===== config.mk =====
export PLATFORM = sky130hd
export DESIGN_NAME = line_miss_ctrl
export DESIGN_NICKNAME = d
export VERILOG_FILES = /design/src/rtl/line_miss_ctrl.sv
export SDC_FILE = /design/constraint.sdc
export NUM_CORES = 1
export LEC_CHECK = 0
export ABC_AREA = 0
export CAP_MARGIN = 10
export CORE_ASPECT_RATIO = 1.2
export CORE_MARGIN = 3
export CORE_UTILIZATION = 56
export DETAILED_ROUTE_END_ITERATION = 8
export PLACE_DENSITY = 0.87
export SETUP_SLACK_MARGIN = 0.02
export SYNTH_ARGS = -nofsm -noshare
export SYNTH_HDL_FRONTEND = slang
export SYNTH_SLANG_ARGS = --single-unit

===== constraint.sdc =====
create_clock -name clk -period 7.15 [get_ports clk]
set_input_delay 0.715 -clock clk [delete_from_list [all_inputs] [get_ports clk]]
set_output_delay 0.715 -clock clk [all_outputs]
set_load 0.01 [all_outputs]

===== src/rtl/line_miss_ctrl.sv =====
// Line directory and miss handler in front of fetch_ctrl: serves word hits from the
// shared line memory and runs write-back/refill through one fetch port on a miss.
module line_miss_ctrl #(
  parameter int addr_width = 32,
  parameter int list_depth = 4,
  parameter int data_width = 32,
  parameter int list_width = 32,
  localparam int OW = $clog2(list_width),
  localparam int SW = $clog2(list_depth)
) (
  input  logic                  clk,
  input  logic                  rst_n,
  input  logic                  req_valid,
  output logic                  req_ready,
  input  logic [addr_width-1:0] req_addr,
  input  logic                  req_wr,
  input  logic [data_width-1:0] req_wdata,
  output logic                  rsp_valid,
  output logic [data_width-1:0] rsp_data,
  output logic [1:0]            fetch_cmd,
  output logic                  fetch_req,
  output logic [SW-1:0]         fetch_tag,
  output logic [addr_width-1:0] fetch_addr,
  input  logic                  fetch_gnt,
  input  logic                  fetch_done,
  output logic [SW+OW-1:0]      lm_addr,
  output logic                  lm_ren,
  output logic                  lm_wen,
  output logic [data_width-1:0] lm_wdata,
  input  logic [data_width-1:0] lm_rdata
);

  localparam int TW = addr_width - OW;

  localparam logic [2:0] S_IDLE    = 3'd0;
  localparam logic [2:0] S_LOOKUP  = 3'd1;
  localparam logic [2:0] S_HIT_RSP = 3'd2;
  localparam logic [2:0] S_WB_REQ  = 3'd3;
  localparam logic [2:0] S_WB_WAIT = 3'd4;
  localparam logic [2:0] S_RF_REQ  = 3'd5;
  localparam logic [2:0] S_RF_WAIT = 3'd6;

  logic [2:0]            state_q, state_d;
  logic [addr_width-1:0] addr_q, addr_d;
  logic                  wr_q, wr_d;
  logic [data_width-1:0] wdata_q, wdata_d;
  logic [list_depth-1:0] valid_q, valid_d;
  logic [list_depth-1:0] dirty_q, dirty_d;
  logic [TW-1:0]         tag_q [list_depth];
  logic [TW-1:0]         tag_d [list_depth];
  logic [SW-1:0]         victim_q, victim_d;

  logic                  hit_s;
  logic [SW-1:0]         hit_slot_s;
  logic [TW-1:0]         req_tag_s;
  logic [OW-1:0]         req_off_s;

  assign req_tag_s = addr_q[addr_width-1:OW];
  assign req_off_s = addr_q[OW-1:0];

  // Parallel tag compare; tags are unique among valid slots so at most one matches
  always_comb begin
    hit_s      = 1'b0;
    hit_slot_s = '0;
    for (int i = 0; i < list_depth; i++) begin
      hit_s      = hit_s | (valid_q[i] & (tag_q[i] == req_tag_s));
      hit_slot_s = (valid_q[i] && (tag_q[i] == req_tag_s)) ? SW'(i) : hit_slot_s;
    end
  end

  // Next state, request latch and directory updates
  always_comb begin
    state_d  = state_q;
    addr_d   = addr_q;
    wr_d     = wr_q;
    wdata_d  = wdata_q;
    valid_d  = valid_q;
    dirty_d  = dirty_q;
    tag_d    = tag_q;
    victim_d = victim_q;
    case (state_q)
      S_IDLE: begin
        if (req_valid) begin
          state_d = S_LOOKUP;
          addr_d  = req_addr;
          wr_d    = req_wr;
          wdata_d = req_wdata;
        end else begin
          state_d = S_IDLE;
        end
      end
      S_LOOKUP: begin
        if (hit_s) begin
          state_d             = S_HIT_RSP;
          dirty_d[hit_slot_s] = dirty_q[hit_slot_s] | wr_q;
        end else if (valid_q[victim_q] && dirty_q[victim_q]) begin
          state_d = S_WB_REQ;
        end else begin
          state_d = S_RF_REQ;
        end
      end
      S_HIT_RSP: state_d = S_IDLE;
      S_WB_REQ:  state_d = fetch_gnt ? S_WB_WAIT : S_WB_REQ;
      S_WB_WAIT: begin
        if (fetch_done) begin
          valid_d[victim_q] = 1'b0;
          dirty_d[victim_q] = 1'b0;
          state_d           = S_RF_REQ;
        end else begin
          state_d = S_WB_WAIT;
        end
      end
      S_RF_REQ:  state_d = fetch_gnt ? S_RF_WAIT : S_RF_REQ;
      S_RF_WAIT: begin
        // Install the new line and replay the lookup, which now hits
        if (fetch_done) begin
          valid_d[victim_q] = 1'b1;
          dirty_d[victim_q] = 1'b0;
          tag_d[victim_q]   = req_tag_s;
          victim_d          = victim_q + SW'(1);
          state_d           = S_LOOKUP;
        end else begin
          state_d = S_RF_WAIT;
        end
      end
      default: state_d = S_IDLE;
    endcase
  end

  // Output decode from the current state
  always_comb begin
    req_ready  = 1'b0;
    rsp_valid  = 1'b0;
    rsp_data   = '0;
    fetch_req  = 1'b0;
    fetch_cmd  = 2'b00;
    fetch_tag  = '0;
    fetch_addr = '0;
    lm_addr    = '0;
    lm_ren     = 1'b0;
    lm_wen     = 1'b0;
    lm_wdata   = '0;
    case (state_q)
      S_IDLE: req_ready = 1'b1;
      S_LOOKUP: begin
        if (hit_s) begin
          lm_addr  = {hit_slot_s, req_off_s};
          lm_ren   = ~wr_q;
          lm_wen   = wr_q;
          lm_wdata = wr_q ? wdata_q : '0;
        end else begin
          lm_addr = '0;
        end
      end
      S_HIT_RSP: begin
        rsp_valid = 1'b1;
        rsp_data  = wr_q ? '0 : lm_rdata;
      end
      S_WB_REQ: begin
        fetch_req  = 1'b1;
        fetch_cmd  = 2'b00;
        fetch_tag  = victim_q;
        fetch_addr = {tag_q[victim_q], {OW{1'b0}}};
      end
      S_RF_REQ: begin
        fetch_req  = 1'b1;
        fetch_cmd  = 2'b01;
        fetch_tag  = victim_q;
        fetch_addr = {req_tag_s, {OW{1'b0}}};
      end
      default: req_ready = 1'b0;
    endcase
  end

  // State and directory registers
  always_ff @(posedge clk or negedge rst_n) begin
    if (!rst_n) begin
      state_q  <= S_IDLE;
      addr_q   <= '0;
      wr_q     <= 1'b0;
      wdata_q  <= '0;
      valid_q  <= '0;
      dirty_q  <= '0;
      victim_q <= '0;
      for (int i = 0; i < list_depth; i++) begin
        tag_q[i] <= '0;
      end
    end else begin
      state_q  <= state_d;
      addr_q   <= addr_d;
      wr_q     <= wr_d;
      wdata_q  <= wdata_d;
      valid_q  <= valid_d;
      dirty_q  <= dirty_d;
      victim_q <= victim_d;
      for (int i = 0; i < list_depth; i++) begin
        tag_q[i] <= tag_d[i];
      end
    end
  end

endmodule

==> flow_summary.json, run 1 <==
{
  "relSlewSlack_pct": 35.6,
  "holdBufCountCts": 0,
  "die_area_um2": 19600,
  "vias": 7124,
  "leakage_nw": 5.40,
  "fin_tns_setup_ns": 0,
  "r2r_end": "dirty_q[0]",
  "internal-power_mw": 3.22,
  "tightest_slew_ns": 0.965,
  "syn_area_per_cell_um2": 12.3,
  "path_clk_slew_ns": 0.07,
  "grt_pass1_wl_mm": 40.2,
  "htreeDepth": 4,
  "rows": 53,
  "dp_cells": 1180,
  "wirelength_mm": 25.4,
  "io_pins": 214,
  "final_cells": 1213,
  "clock-sinks": 186,
  "drtPass1Iterations": 8,
  "insertion_delay_ns": 0.43,
  "worstPathArrival_ns": 4.26,
  "ir_worst_vdd_mv": 0.211,
  "synth-seq-area-share_pct": 46.2,
  "status": "finished clean",
  "cts_made_buffers": 17,
  "final_antenna_net_count": 0,
  "powerDensity_nw_per_um2": 408,
  "core-area_um2": 17600,
  "power_frac_seq_pct": 41.4,
  "routedWlPerCell_um": 21.0,
  "synth_ff_type": "dfrtp_1",
  "ys_top_cells_by_count": "dfrtp_1 (186), mux2_2 (167), xnor2_1 (73)",
  "slew_viol_final": 0,
  "globalplace.congestion": 0.900,
  "cts_tree": "done",
  "async_reset_ff_share_pct": 100,
  "criticalPathCategory": "reg -> out",
  "start_util_pct": 57.3,
  "maxCapViolCount": 0,
  "hold_class": "in -> async",
  "ff2ff_path_depth": 6,
  "synth.distinct_cells": 39,
  "yosysWarnings": 0,
  "ctsResizeCount": 0,
  "syn_area_um2": 10100,
  "hold_viol": 0,
  "grt.total_usage_pct": 26.4,
  "synth_edf_count": 0,
  "grt_max_degree": 73,
  "post_cts.repair.setup_buffers": 0,
  "switching_power_mw": 1.95,
  "regToRegSetupSlack_ns": 4.32,
  "synthCells": 817,
  "fill_cells": 1201,
  "drive_gt1_share_pct": 24.8,
  "antennaDiodeCount": 0,
  "critPathMaxFanout": 33,
  "synth_area_leaders": "dfrtp_1 (46%), mux2_2 (19%), xnor2_1 (6.3%)",
  "via_per_inst": 5.87,
  "switching_share_pct": 37.7,
  "grt_pass1_vias": 7225,
  "startpoint_type": "flop",
  "cts_max_path_buffers": 2,
  "r2r_start": "addr_q[7]",
  "grt_antenna_before_repair": 0,
  "pwr-share-clk_pct": 17.5,
  "finalCriticalPeriod_ns": 4.98,
  "numPortBuffers": 207,
  "regArea_um2": 4660,
  "required_ns": 6.43,
  "pwr-share-comb_pct": 41.1,
  "hpwl_mm": 17.4,
  "syn2layout_area_growth_pct": 25.8,
  "synth_top_area_share_pct": 46.2,
  "synth.most_common_cell": "dfrtp_1",
  "setup_viol": 0,
  "drt_iter0_markers": 720,
  "rsz0062_at_grt": "false",
  "crit_path_end_kind": "primary output",
  "nets": 1086,
  "utilization_pct": 72.1,
  "drc": 0,
  "multi_input_area_um2": 5010,
  "clock_skew_ns": 0.00999,
  "yosys.area.top_type": "dfrtp_1",
  "die_height_um": 153,
  "max_freq_mhz": 201,
  "hold_ws_ns": 0.224,
  "ys_seq_elements": 186,
  "final.period_utilization_pct": 69.6,
  "die_x_um": 128,
  "grt_overflow": 0,
  "clk_root_buffer_cell": "clkbuf_16"
}
registers in the layout (all words and copies together) (netlist names), named ones only:
signal and flops:
state_q 3, wr_q 1, wdata_q 32, addr_q 32
tag_q 108, victim_q 2, dirty_q 4
critical path, cell delays in order (launching register included):
cell	delay, ns
dfrtp_1	0.52
xor2_1	0.23
nor4_1	0.64
nand4_1	0.35
a41o_1	0.50
nor2_2	0.77
and2_1	0.25
clkdlybuf4s50_1	0.57
layout make-up:
class / count / area share, %
Timing Repair Buffer: 214 / 16.8
Clock inverter: 12 / 0.918
Multi-Input combinational cell: 551 / 39.5
Clock buffer: 20 / 3.52
Tap cell: 220 / 2.17
Inverter: 10 / 0.296
Sequential cell: 186 / 36.7
per-stage QoR:
stage | area [µm²] | power, mW | setup WS (ns)
after floorplan | 10100 | 3.55 | 4.37
after global placement | 12100 | 4.17 | 2.91
after detailed placement | 12100 | 4.24 | 2.72
after CTS | 12700 | 5.17 | 2.24
after global routing | 12700 | 5.44 | 1.89
final | 12700 | 5.17 | 2.17
layer usage:
layer | vias up | global-route usage, % | part of all wire (%)
met5 | - | 0 | 0
met4 | 0 | 8.49 | 2.4
met3 | 37 | 4.72 | 6.5
met2 | 289 | 45.8 | 53
met1 | 3619 | 33.3 | 38
li1 | 3179 | - | -
layout by cell type, fill, tap and decap left out, types with 16 or more instances in the layout:
master	instances
clkdlybuf4s50_1	206
dfrtp_1	185
mux2_2	167
xnor2_1	73
and2_1	66
xor2_1	36
a22o_1	35
nand2_1	34
mux4_2	27
nand4_1	24
clkbuf_16	17
nor2_1	16
power groups by stage:
stage	sequential, mW	combinational, mW	clock, mW
CTS	2.13	2.12	0.918
floorplan	1.79	1.76	0
detailed placement	2.14	2.10	0
finish	2.14	2.12	0.907
global route	2.22	2.26	0.958
global placement	2.11	2.06	0
worst max-delay path by stage:
stage               start           end  slack, ns  depth (start not counted)
4_1_cts        addr_q[24]  lm_wdata[20]       2.24                          7
3_3_place_gp   addr_q[29]  lm_wdata[17]       2.91                          8
6_report        addr_q[7]  lm_wdata[20]       2.17                          7
3_5_place_dp   addr_q[29]  lm_wdata[20]       2.72                          8
5_1_grt         addr_q[7]  lm_wdata[17]       1.89                          7
2_1_floorplan  addr_q[29]  lm_wdata[10]       4.37                         10
logic make-up after synthesis:
logic type | count (synthesis) | share of synthesized area [%]
multiplexers | 195 | 24.8
buffers and inverters | 85 | 4.37
adder cells (fa/ha/maj) | 4 | 0.497
AO/OA/AOI/OAI | 57 | 4.60
XOR/XNOR | 109 | 9.48
AND/OR/NAND/NOR | 180 | 10.0
flip-flops | 186 | 46.2
other | 1 | 0.0372
Power figures use the tool's default switching activity.
==> inputs of run 2 (changes only) <==
--- a/config.mk
+++ b/config.mk
@@ -9,9 +9,9 @@
 export CAP_MARGIN = 10
 export CORE_ASPECT_RATIO = 1.2
 export CORE_MARGIN = 3
-export CORE_UTILIZATION = 56
+export CORE_UTILIZATION = 47
 export DETAILED_ROUTE_END_ITERATION = 8
-export PLACE_DENSITY = 0.87
+export PLACE_DENSITY = 0.78
 export SETUP_SLACK_MARGIN = 0.02
 export SYNTH_ARGS = -nofsm -noshare
 export SYNTH_HDL_FRONTEND = slang
==> constraint.sdc (replaced) <==
create_clock -name clk -period 4.34 [get_ports clk]
set_input_delay 0.434 -clock clk [delete_from_list [all_inputs] [get_ports clk]]
set_output_delay 0.434 -clock clk [all_outputs]
set_load 0.01 [all_outputs]
==> flow_summary.json, run 2 (synthesized netlist as in run 1, its figures left out) <==
{
  "status": "finished clean",
  "r2r_start": "addr_q[30]",
  "powerDensity_nw_per_um2": 672,
  "rsz0062_at_grt": "false",
  "path_clk_slew_ns": 0.07,
  "die_area_um2": 23200,
  "drt_iter0_markers": 491,
  "grt.total_usage_pct": 22.2,
  "criticalPathCategory": "reg -> out",
  "dp_cells": 1233,
  "ctsResizeCount": 0,
  "crit_path_start": "addr_q[30]",
  "tightest_slew_ns": 0.981,
  "insertion_delay_ns": 0.44,
  "switching_share_pct": 37.8,
  "die_x_um": 140,
  "crit_path_end_kind": "primary output",
  "numPortBuffers": 207,
  "syn2layout_area_growth_pct": 27.6,
  "largestRegisters": "tag_q (108), addr_q (32), wdata_q (32)",
  "grt_pass1_vias": 7286,
  "worstPathArrival_ns": 3.67,
  "finalCriticalPeriod_ns": 4.10,
  "pre_cts_ws_ns": 0.627,
  "final_common_cell": "clkdlybuf4s50_1",
  "core-area_um2": 21000,
  "globalplace.congestion": 0.937,
  "ir_worst_vdd_mv": 0.336,
  "regToRegSetupSlack_ns": 1.66,
  "cts_tree": "done",
  "via_per_inst": 5.55,
  "clock-sinks": 186,
  "htreeDepth": 4,
  "pwr-share-clk_pct": 18.6,
  "top_register": "tag_q",
  "start_util_pct": 47.9,
  "drive_gt1_share_pct": 25.6,
  "critPathMaxFanout": 33,
  "startpoint_type": "flop",
  "largest_reg_flops": 108,
  "drtPass1Iterations": 5,
  "crit_chain": "xnor2_2, nand4_1, nor4_2, nand2b_1, a41o_2, nor2_2, buf_4, and2_1, clkdlybuf4s50_1",
  "maxCapViolCount": 0,
  "grt_overflow": 0,
  "io_pins": 214,
  "holdBufCountCts": 0,
  "switching_power_mw": 3.27,
  "grt_pass1_wl_mm": 40.7,
  "nets": 1088,
  "routedWlPerCell_um": 20.2,
  "slowest_stage": "dfrtp_1",
  "utilization_pct": 61.1,
  "vias": 7015,
  "final.period_utilization_pct": 94.6,
  "r2r_end": "dirty_q[2]",
  "grt_antenna_before_repair": 0,
  "drc": 0,
  "cts_made_buffers": 17,
  "power_frac_seq_pct": 41.2,
  "die_height_um": 166,
  "rows": 58,
  "leakage_nw": 5.46,
  "cts_max_path_buffers": 2,
  "grt_max_degree": 96,
  "clock_skew_ns": 0.00754,
  "required_ns": 3.91,
  "fin_ws_ns": 0.236,
  "setup_viol": 0,
  "final_antenna_net_count": 0,
  "clk_root_buffer_cell": "clkbuf_16",
  "place_area_um2": 12200,
  "slew_viol_final": 0,
  "stdcell_area_um2": 12800,
  "final_cells": 1265,
  "antennaDiodeCount": 0,
  "relSlewSlack_pct": 34.6,
  "max_freq_mhz": 244,
  "cp_slowest_stage_delay_ns": 0.53,
  "final_cell_mix": "clkdlybuf4s50_1 (206), dfrtp_1 (185), mux2_2 (167)",
  "ff2ff_path_depth": 7,
  "hold_class": "in -> async",
  "fin_tns_setup_ns": 0,
  "wirelength_mm": 25.5,
  "hold_viol": 0,
  "hpwl_mm": 17.9,
  "post_cts.repair.setup_buffers": 0,
  "pwr-share-comb_pct": 40.2,
  "internal-power_mw": 5.36
}
## run 2: power groups by stage
stage / registers (mW) / clock network (mW) / logic, mW
floorplan: 2.95 / 0 / 2.90
global route: 3.70 / 1.71 / 3.72
finish: 3.56 / 1.61 / 3.47
detailed placement: 3.57 / 0 / 3.44
CTS: 3.54 / 1.64 / 3.47
global placement: 3.53 / 0 / 3.40
## run 2: how the worst max path moves through the flow
stage / to / slack [ns] / cells after the start
floorplan: lm_wdata[10] / 1.84 / 10
global placement: lm_wdata[21] / 0.68 / 9
detailed placement: lm_wdata[9] / 0.63 / 9
CTS: lm_wdata[14] / 0.11 / 9
global route: lm_wdata[16] / 0.06 / 9
finish: lm_wdata[14] / 0.24 / 9
## run 2: final cells by class
cell class | count | area, µm²
Fill cell | 1664 | 8200
Multi-Input combinational cell | 551 | 5050
Sequential cell | 186 | 4660
Timing Repair Buffer | 216 | 2150
Clock buffer | 17 | 425
Tap cell | 270 | 338
Clock inverter | 15 | 193
Inverter | 10 | 37.5
## run 2: per-layer routing
metal,track usage [%],part of all wire [%],vias to the layer above
met5,0,0,-
met4,9.23,3.0,0
met3,4.78,6.1,35
met2,37.8,51,249
met1,27.6,40,3542
li1,-,-,3189
## run 2: worst max-delay path: cells and delay by family (launching register included)
kind | cells | cell delay [ns]
simple gates | 5 | 1.14
compound gates | 1 | 0.40
flops | 1 | 0.53
buf+inv | 2 | 0.79
xor+xnor | 1 | 0.34
## run 2: metrics by stage
stage,hold WS (ns),power (mW)
after CTS,0.111,8.66
final,0.0725,8.63
after global routing,0.132,9.13
after detailed placement,0.488,7.01
after floorplan,0.138,5.85
after global placement,0.483,6.93
==> inputs of run 3 (changes only) <==
--- a/config.mk
+++ b/config.mk
@@ -9,9 +9,8 @@
 export CAP_MARGIN = 10
 export CORE_ASPECT_RATIO = 1.2
 export CORE_MARGIN = 3
-export CORE_UTILIZATION = 47
+export CORE_UTILIZATION = 35
 export DETAILED_ROUTE_END_ITERATION = 8
-export PLACE_DENSITY = 0.78
 export SETUP_SLACK_MARGIN = 0.02
 export SYNTH_ARGS = -nofsm -noshare
 export SYNTH_HDL_FRONTEND = slang
==> flow_summary.json, run 3 (synthesized netlist as in run 1, its figures left out) <==
{
  "grt_overflow": 0,
  "vias": 6923,
  "grt_pass1_vias": 7090,
  "startpoint_type": "flop",
  "crit_top_cell": "nand4_1",
  "crit_chain": "xnor2_1, nand4_1, nor4_2, nand4_1, a41o_2, nor2_2, buf_4, and2_1, clkdlybuf4s50_1",
  "drt_iter0_markers": 328,
  "io_pins": 214,
  "criticalPathCategory": "reg -> out",
  "largestRegisters": "tag_q (108), addr_q (32), wdata_q (32)",
  "grt_use_met1_pct": 22.8,
  "numPortBuffers": 207,
  "crit_path_start": "addr_q[21]",
  "insertion_delay_ns": 0.43,
  "die_height_um": 192,
  "grt_antenna_before_repair": 0,
  "total_power_mw": 8.82,
  "cp_slowest_stage_delay_ns": 0.55,
  "finalCriticalPeriod_ns": 4.10,
  "hold_ws_ns": 0.128,
  "fill_cells": 2643,
  "globalplace.congestion": 0.846,
  "routedWlPerCell_um": 19.9,
  "clock_skew_ns": 0.00625,
  "clock-sinks": 186,
  "grt_max_degree": 105,
  "final.period_utilization_pct": 94.5,
  "final_cell_mix": "clkdlybuf4s50_1 (206), dfrtp_1 (185), mux2_2 (167)",
  "required_ns": 3.91,
  "hold_viol": 0,
  "use_met3_pct": 3.99,
  "grt.total_usage_pct": 17.9,
  "maxCapViolCount": 0,
  "tightest_slew_ns": 1.02,
  "powerDensity_nw_per_um2": 676,
  "die_area_um2": 30900,
  "htreeDepth": 4,
  "leakage_nw": 5.49,
  "clk_root_buffer_cell": "clkbuf_16",
  "final_antenna_net_count": 0,
  "drtPass1Iterations": 4,
  "ir_worst_vdd_mv": 0.332,
  "largest_reg_flops": 108,
  "holdBufCountCts": 0,
  "syn2layout_area_growth_pct": 29.5,
  "cts_tree": "done",
  "die_x_um": 161,
  "crit_buf_inv": 2,
  "max_freq_mhz": 244,
  "status": "finished clean",
  "r2r_start": "addr_q[21]",
  "rows": 67,
  "use_met2_pct": 30.4,
  "fin_tns_setup_ns": 0,
  "rsz0062_at_grt": "false",
  "setup_viol": 0,
  "grt_pass1_wl_mm": 42.3,
  "crit_family": "simple AND/OR/NAND/NOR gates",
  "slowest_stage": "clkdlybuf4s50_1",
  "slew_viol_final": 0,
  "nets": 1093,
  "cts_max_path_buffers": 2,
  "via_per_inst": 5.02,
  "path_clk_slew_ns": 0.07,
  "crit_path_end_kind": "primary output",
  "hpwl_mm": 19.0,
  "core-area_um2": 28200,
  "critPathMaxFanout": 33,
  "cts_made_buffers": 17,
  "hold_class": "in -> async",
  "wirelength_mm": 27.5,
  "final_common_cell": "clkdlybuf4s50_1",
  "top_register": "tag_q",
  "worstPathArrival_ns": 3.67,
  "antennaDiodeCount": 0,
  "start_util_pct": 35.8,
  "relSlewSlack_pct": 32.0,
  "busiest_layer": "met2",
  "drive_gt1_share_pct": 25.7,
  "drc": 0
}
run 3: worst reg2reg max path, delay by kind of cell, from the launching register on:
family / cells / cell delay [ns]
AO/OA/AOI/OAI: 3 / 0.97
XOR/XNOR: 1 / 0.42
flip-flops: 1 / 0.50
AND/OR/NAND/NOR: 3 / 0.74
run 3: cell type report:
type / instances / area, µm² / share of cell area [%]
inverter: 10 / 37.5 / 0.288
clock buffer: 18 / 429 / 3.29
clock inverter: 13 / 225 / 1.73
sequential: 186 / 4660 / 35.7
timing repair buffer: 221 / 2180 / 16.7
tap: 379 / 474 / 3.64
multi-input combinational: 551 / 5040 / 38.6
run 3: path summary, 6_finish.rpt:
path,end,slack (ns),cells past startpoint
hold / removal,addr_q[14],0.13,1
setup / recovery,lm_wdata[19],0.24,9
max in group asynchronous,wdata_q[23],3.19,2
setup reg to reg,dirty_q[2],1.64,7
min in group clk,wdata_q[13],0.50,1
hold reg to reg,wdata_q[13],0.50,1
run 3: repair_timing:
item                                   4_1_cts  5_1_grt
setup endpoints to repair                   33       33
endpoints found under the hold margin        0        0
buffers inserted                             0        0
resized for setup                            1        4
run 3: routing by layer:
metal,vias up,wire length (µm),part of all wire [%]
met5,-,0,0
met4,0,693,2.5
met3,34,1630,5.9
met2,250,13500,49
met1,3455,11600,42
li1,3184,-,-
run 3: where the power goes:
group	leakage, nW	internal, mW	total [mW]	switching [mW]
Clock	0.308	1.07	1.75	0.680
Combinational	2.78	2.01	3.53	1.52
Sequential	2.40	2.53	3.54	1.01
Total	5.49	5.61	8.82	3.21
run 3: per-stage QoR:
step / std cells / setup slack (ns) / instance area [µm²] / utilization (%)
2_1_floorplan: 822 / 1.84 / 10100 / -
3_5_place_dp: 1347 / 0.357 / 12400 / 43.9
4_1_cts: 1378 / 0.0498 / 13000 / 46.2
6_report: 1378 / 0.237 / 13000 / 46.3
5_1_grt: 1378 / 0.0589 / 13000 / 46.3
3_3_place_gp: 1347 / 0.435 / 12400 / 43.9
